## src/rtl/lsu_pkg.sv

```systemverilog
// Shared types and decode helpers for the load/store control unit.
package lsu_pkg;

    localparam logic [2:0] F3_B  = 3'b000;
    localparam logic [2:0] F3_H  = 3'b001;
    localparam logic [2:0] F3_W  = 3'b010;
    localparam logic [2:0] F3_BU = 3'b100;
    localparam logic [2:0] F3_HU = 3'b101;

    typedef enum logic [1:0] {WORD = 2'b00, HALF = 2'b01, BYTE = 2'b10} mem_size_e;
    typedef enum logic [1:0] {IDLE = 2'b00, ACCESS = 2'b01, RESP = 2'b10} lsu_state_e;
    typedef enum logic [1:0] {OK = 2'b00, MISALIGN = 2'b01, ILLEGAL = 2'b10} lsu_err_e;

    function automatic mem_size_e f3_size(input logic [2:0] f3);
        mem_size_e s;
        case (f3[1:0])
            2'b00:   s = BYTE;
            2'b01:   s = HALF;
            default: s = WORD;
        endcase
        return s;
    endfunction

    function automatic logic f3_legal(input logic we, input logic [2:0] f3);
        logic ok;
        case (f3)
            F3_B, F3_H, F3_W: ok = 1'b1;
            F3_BU, F3_HU:     ok = ~we;
            default:          ok = 1'b0;
        endcase
        return ok;
    endfunction

    function automatic logic f3_misaligned(input mem_size_e s, input logic [1:0] a);
        logic bad;
        case (s)
            HALF:    bad = a[0];
            WORD:    bad = (a != 2'b00);
            default: bad = 1'b0;
        endcase
        return bad;
    endfunction

endpackage

```

## src/rtl/lsu_extend.sv

```systemverilog
// Sign/zero extension of the memory read buses according to the load funct3.
module lsu_extend
    import lsu_pkg::*;
(
    input  logic [2:0]  i_funct3,
    input  logic [31:0] i_rdata_word,
    input  logic [15:0] i_rdata_half,
    input  logic [7:0]  i_rdata_byte,
    output logic [31:0] o_rdata
);

    // Select and extend the bus matching the access size
    always_comb begin
        o_rdata = 32'h0000_0000;
        case (i_funct3)
            F3_B:    o_rdata = {{24{i_rdata_byte[7]}}, i_rdata_byte};
            F3_BU:   o_rdata = {24'h00_0000, i_rdata_byte};
            F3_H:    o_rdata = {{16{i_rdata_half[15]}}, i_rdata_half};
            F3_HU:   o_rdata = {16'h0000, i_rdata_half};
            F3_W:    o_rdata = i_rdata_word;
            default: o_rdata = 32'h0000_0000;
        endcase
    end

endmodule

```

## src/rtl/lsu_ctrl.sv

```systemverilog
// Load/store control: request decode, alignment check, single-cycle memory
// access and a valid/ready response channel back to writeback.
module lsu_ctrl
    import lsu_pkg::*;
#(
    parameter int XLEN = 32
) (
    input  logic            clk,
    input  logic            resetn,
    input  logic            req_valid,
    output logic            req_ready,
    input  logic            req_we,
    input  logic [2:0]      req_funct3,
    input  logic [XLEN-1:0] req_addr,
    input  logic [XLEN-1:0] req_wdata,
    input  logic [4:0]      req_rd,
    output logic            resp_valid,
    input  logic            resp_ready,
    output logic [XLEN-1:0] resp_rdata,
    output logic [4:0]      resp_rd,
    output logic [1:0]      resp_err,
    output logic            mem_memwrite,
    output logic [XLEN-1:0] mem_addr,
    output logic [1:0]      mem_load_type,
    output logic [1:0]      mem_store_type,
    output logic [XLEN-1:0] mem_wdata,
    input  logic [XLEN-1:0] mem_rdata_word,
    input  logic [15:0]     mem_rdata_half,
    input  logic [7:0]      mem_rdata_byte
);

    lsu_state_e      r_state, w_next_state;
    logic            r_req_ready;
    logic            r_we;
    logic [2:0]      r_funct3;
    logic [4:0]      r_rd;
    logic            r_mem_we;
    logic [XLEN-1:0] r_mem_addr;
    mem_size_e       r_mem_size;
    logic [XLEN-1:0] r_mem_wdata;
    logic            r_resp_valid;
    logic [XLEN-1:0] r_resp_rdata;
    logic [4:0]      r_resp_rd;
    lsu_err_e        r_resp_err;

    logic            w_accept;
    mem_size_e       w_size;
    lsu_err_e        w_err;
    logic [31:0]     w_ext;

    assign w_accept = req_valid & r_req_ready;
    assign w_size   = f3_size(req_funct3);
    // Illegal funct3 outranks misalignment
    assign w_err    = !f3_legal(req_we, req_funct3) ? ILLEGAL :
                      (f3_misaligned(w_size, req_addr[1:0]) ? MISALIGN : OK);

    lsu_extend u_extend (
        .i_funct3     (r_funct3),
        .i_rdata_word (mem_rdata_word),
        .i_rdata_half (mem_rdata_half),
        .i_rdata_byte (mem_rdata_byte),
        .o_rdata      (w_ext)
    );

    // Next-state decode
    always_comb begin
        w_next_state = r_state;
        case (r_state)
            IDLE: begin
                if (w_accept) begin
                    if (w_err == OK) w_next_state = ACCESS;
                    else             w_next_state = RESP;
                end else begin
                    w_next_state = IDLE;
                end
            end
            ACCESS:  w_next_state = RESP;
            RESP: begin
                if (resp_ready) w_next_state = IDLE;
                else            w_next_state = RESP;
            end
            default: w_next_state = IDLE;
        endcase
    end

    // State register; ready is registered so it reads 0 while in reset
    always_ff @(posedge clk or negedge resetn) begin
        if (!resetn) begin
            r_state     <= IDLE;
            r_req_ready <= 1'b0;
        end else begin
            r_state     <= w_next_state;
            r_req_ready <= (w_next_state == IDLE);
        end
    end

    // Request capture; memory-side outputs only move for a real access
    always_ff @(posedge clk or negedge resetn) begin
        if (!resetn) begin
            r_we        <= 1'b0;
            r_funct3    <= 3'b000;
            r_rd        <= 5'd0;
            r_mem_we    <= 1'b0;
            r_mem_addr  <= '0;
            r_mem_size  <= WORD;
            r_mem_wdata <= '0;
        end else if (w_accept && (w_err == OK)) begin
            r_we        <= req_we;
            r_funct3    <= req_funct3;
            r_rd        <= req_rd;
            r_mem_we    <= req_we;
            r_mem_addr  <= req_addr;
            r_mem_size  <= w_size;
            r_mem_wdata <= req_wdata;
        end else begin
            r_mem_we    <= 1'b0;
        end
    end

    // Response channel: errors load straight from IDLE, accesses at end of ACCESS
    always_ff @(posedge clk or negedge resetn) begin
        if (!resetn) begin
            r_resp_valid <= 1'b0;
            r_resp_rdata <= '0;
            r_resp_rd    <= 5'd0;
            r_resp_err   <= OK;
        end else if ((r_state == IDLE) && w_accept && (w_err != OK)) begin
            r_resp_valid <= 1'b1;
            r_resp_rdata <= '0;
            r_resp_rd    <= 5'd0;
            r_resp_err   <= w_err;
        end else if (r_state == ACCESS) begin
            r_resp_valid <= 1'b1;
            r_resp_rdata <= r_we ? '0 : w_ext;
            r_resp_rd    <= r_we ? 5'd0 : r_rd;
            r_resp_err   <= OK;
        end else if ((r_state == RESP) && resp_ready) begin
            r_resp_valid <= 1'b0;
        end else begin
            r_resp_valid <= r_resp_valid;
        end
    end

    assign req_ready      = r_req_ready;
    assign resp_valid     = r_resp_valid;
    assign resp_rdata     = r_resp_rdata;
    assign resp_rd        = r_resp_rd;
    assign resp_err       = r_resp_err;
    assign mem_memwrite   = r_mem_we;
    assign mem_addr       = r_mem_addr;
    assign mem_load_type  = r_mem_size;
    assign mem_store_type = r_mem_size;
    assign mem_wdata      = r_mem_wdata;

endmodule

```

## config.mk

```make
export PLATFORM = sky130hd
export DESIGN_NAME = lsu_ctrl
export DESIGN_NICKNAME = d
export VERILOG_FILES = /design/src/rtl/lsu_pkg.sv /design/src/rtl/lsu_extend.sv /design/src/rtl/lsu_ctrl.sv
export SDC_FILE = /design/constraint.sdc
export NUM_CORES = 1
export LEC_CHECK = 0
export ABC_CLOCK_PERIOD_IN_PS = 1850
export BUFFER_PORTS_ARGS = -buffer_cell sky130_fd_sc_hd__clkbuf_2
export CORE_MARGIN = 1
export CORE_UTILIZATION = 47
export DETAILED_ROUTE_END_ITERATION = 10
export HOLD_SLACK_MARGIN = 0.06
export PLACE_DENSITY = 0.92
export SYNTH_ARGS = -nofsm -noshare
export SYNTH_HDL_FRONTEND = slang
export SYNTH_SLANG_ARGS = --single-unit
```

## constraint.sdc

```tcl
create_clock -name clk -period 1.85 [get_ports clk]
set_input_delay 0.37 -clock clk [delete_from_list [all_inputs] [get_ports clk]]
set_output_delay 0.37 -clock clk [all_outputs]
set_load 0.05 [all_outputs]
```

==> impl_metrics.sql <==
INSERT INTO impl_metrics (metric_group, metric, value, unit) VALUES
('outcome', 'status', 'finished clean', ''),
('global_route', 'global_route.usage.met1', '0.2658', ''),
('synth', 'netlist.area_leader.share', '0.5767', ''),
('global_route', 'grtUsageMet3', '0.07356', ''),
('finish', 'layout.filler_cells', '762', ''),
('floorplan', 'core.rowCount', '37', ''),
('synth', 'total_number_of_yosys_warnings', '0', ''),
('placement', 'place.detailed.instances', '755', ''),
('clock_network', 'clock_latency', '0.52', 'ns'),
('global_route', 'grt_antenna_before_repair', '0', ''),
('setup_path', 'setup.reg_to_reg.worst_slack', '0.14', 'ns'),
('synth', 'post-synth-top-area-cell', 'dfrtp_1', ''),
('global_route', 'grt_pass1_vias', '4326', ''),
('synth', 'netlist_top_cells_area', 'dfrtp_1, mux2_2, mux2_4, a22o_1, o21ai_0', ''),
('clock_network', 'cts.reportedPaths.clkPinSlew', '0.06', 'ns'),
('clock_network', 'cts_tree', 'built', ''),
('global_route', 'grt_max_degree', '120', ''),
('placement', 'dp_hpwl', '9.340', 'mm'),
('setup_path', 'worstReg2RegEnd', 'resp_rdata[29]$_DFFE_PN0P_', ''),
('synth', 'mappedNetlistNets', '525', ''),
('floorplan', 'die_w', '106.8', 'um'),
('worst_hold_path', 'worst_hold_startpoint', 'req_addr[18]', ''),
('finish', 'design.final.nets', '784', ''),
('placement', 'globalplace.congestion', '0.8352', ''),
('synth', 'dominantRegCellSynth', 'dfrtp_1', ''),
('finish', 'register_area', '2978', 'sq um'),
('job', 'drv.max_cap_violation_count', '0', ''),
('sta', 'clock.fmax', '586.1', 'MHz'),
('synth', 'async_flop_share', '1.000', ''),
('setup_path', 'regToRegStartpoint', 'r_funct3[1]$_DFFE_PN0P_', ''),
('sta', 'clock_skew', '0.009193', 'ns'),
('setup_path', 'worst_ep_required_time', '2.30', 'ns'),
('floorplan', 'die_h', '106.8', 'um'),
('setup_path', 'timing.critical_path.arrival', '2.15', 'ns'),
('sta', 'period_needed', '1.706', 'ns'),
('global_route', 'busiest_layer', 'met2', ''),
('global_route', 'grt_remaining_overflow', '0', ''),
('sta', 'report.final.slew_viol_count', '0', ''),
('finish', 'diodes', '0', ''),
('power', 'cell_internal_pwr', '7843', 'uW'),
('synth', 'synth_seq_cells', '119', ''),
('sta', 'final_min_period_over_clock_period', '0.9222', ''),
('clock_network', 'number_of_buffers_added_by_the_clock_tree_synthesis_step', '17', ''),
('placement', 'dpl-instance-area', '6543', 'sq um'),
('sta', 'worst_max_slew_pin_slew', '0.6245', 'ns'),
('synth', 'synth_seq_area_share', '0.5767', ''),
('synth', 'syn-instance-count', '392', ''),
('floorplan', 'core', '10510', 'sq um'),
('global_route', 'use_met2', '0.4300', ''),
('power', 'cellLeakagePower', '0.003746', 'uW'),
('power', 'p_switching', '7272', 'uW'),
('power', 'p_total', '15110', 'uW'),
('synth', 'syn-mean-instance-area', '13.17', 'sq um'),
('power', 'switching_share', '0.4811', ''),
('setup_path', 'number_of_cells_on_the_worst_reg_to_reg_path', '4', ''),
('power', 'power_density', '2093', 'nW/um^2'),
('power', 'vdd_ir_drop_max', '1.263', 'mV'),
('worst_hold_path', 'hold-path-endpoint', 'mem_addr[18]$_DFFE_PN0P_', ''),
('route', 'drc', '0', ''),
('finish', 'drive_gt1_frac', '0.5467', ''),
('power', 'p_clk_frac', '0.197', ''),
('floorplan', 'die-area', '11410', 'sq um'),
('route', 'detail_route.iter0.violations', '404', ''),
('clock_network', 'htree_levels', '4', ''),
('clock_network', 'cts_post_setup_buffers_inserted', '0', ''),
('finish', 'stdcell_area', '7221', 'sq um'),
('route', 'wl_per_cell', '16.75', 'um'),
('route', 'antenna_violating_nets_post_route', '0', ''),
('finish', 'layout.cells.non_filler', '800', ''),
('setup_path', 'startpoint_type', 'flip-flop', ''),
('route', 'num_vias', '4266', '');
## worst max-delay path by stage
stage                                 endpoint  slack [ns]  cells past startpoint
floorplan             mem_wdata[0]$_DFFE_PN0P_        0.01                      5
global placement    resp_rdata[29]$_DFFE_PN0P_        0.08                      4
detailed placement  resp_rdata[24]$_DFFE_PN0P_       -0.01                      4
CTS                  resp_rdata[7]$_DFFE_PN0P_        0.10                      4
global route        resp_rdata[17]$_DFFE_PN0P_        0.03                      4
finish              resp_rdata[29]$_DFFE_PN0P_        0.14                      4
## sequential cells by signal, indices dropped and copies added, names as in the netlist
register	count
r_state	2
r_funct3	3
r_rd	5
mem_addr	32
mem_load_type	2
resp_rdata	32
req_ready	1
resp_valid	1
resp_rd	5
resp_err	2
mem_wdata	32
r_we	1
mem_memwrite	1
## routing by layer
layer / share of wire / vias up
li1: - / 1957
met1: 0.38 / 2078
met2: 0.53 / 209
met3: 0.073 / 22
met4: 0.018 / 0
met5: 0 / -
## kinds of logic (layout without fill, tap and decap cells)
| family | count (synthesis) | count (layout) | share of synthesized area |
|---|---|---|---|
| buffers and inverters | 43 | 315 | 0.04555 |
| flip-flops | 119 | 119 | 0.5767 |
| multiplexers | 73 | 73 | 0.1737 |
| AO/OA/AOI/OAI | 126 | 126 | 0.1747 |
| AND/OR/NAND/NOR | 31 | 31 | 0.02932 |
## worst max-delay path, cell delays in order, from the launching register on
cell and delay, ns:
dfrtp_1 0.51, nor2b_2 0.36, nand2_1 0.38, o21ai_0 0.22, a22o_1 0.16
## Yosys cell counts (2+ instances only)
cell / number
clkbuf_1: 12
buf_6: 7
mux2_4: 20
nor2b_1: 4
buf_2: 10
o21ai_0: 36
nand2_1: 15
a221o_1: 7
mux2_1: 6
mux2_2: 47
a22o_1: 30
nor2_1: 5
a21o_1: 7
a21oi_1: 28
a32o_1: 7
dfrtp_1: 119
nor4_1: 2
inv_1: 11
buf_4: 2
o31ai_1: 2
## repair_timing
action,4_1_cts,5_1_grt
endpoints found under the hold margin,130,1
resized for setup,1,1
hold buffers,12,1
gates cloned,0,0
setup endpoints to repair,3,1
pin swaps,0,0
## layout make-up
cell class                      instances  area share
Tap cell                              136     0.02357
Sequential cell                       119      0.4124
Clock buffer                           24     0.06515
Timing Repair Buffer                  272      0.2107
Inverter                               11    0.005718
Clock inverter                          8     0.01005
Multi-Input combinational cell        230      0.2724
## metrics by stage
| step | util | hold slack [ns] | TNS, ns | worst slack, ns |
|---|---|---|---|---|
| 2_1_floorplan | - | 0.07441 | 0 | 0.01106 |
| 3_3_place_gp | 0.6226 | 0.4743 | 0 | 0.07942 |
| 3_5_place_dp | 0.6226 | 0.4821 | -0.02326 | -0.01323 |
| 4_1_cts | 0.6859 | 0.06006 | 0 | 0.1046 |
| 5_1_grt | 0.6871 | 0.06282 | 0 | 0.02936 |
| 6_report | 0.6871 | 0.08408 | 0 | 0.1439 |
## power by group through the flow
stage / clock network (uW) / registers, uW / logic, uW
6_report: 2980 / 4470 / 7670
2_1_floorplan: 0 / 7870 / 2350
3_5_place_dp: 0 / 4470 / 7630
3_3_place_gp: 0 / 4400 / 7490
5_1_grt: 3160 / 4600 / 8040
4_1_cts: 3050 / 4460 / 7680
(Power assumes the default switching activity.)
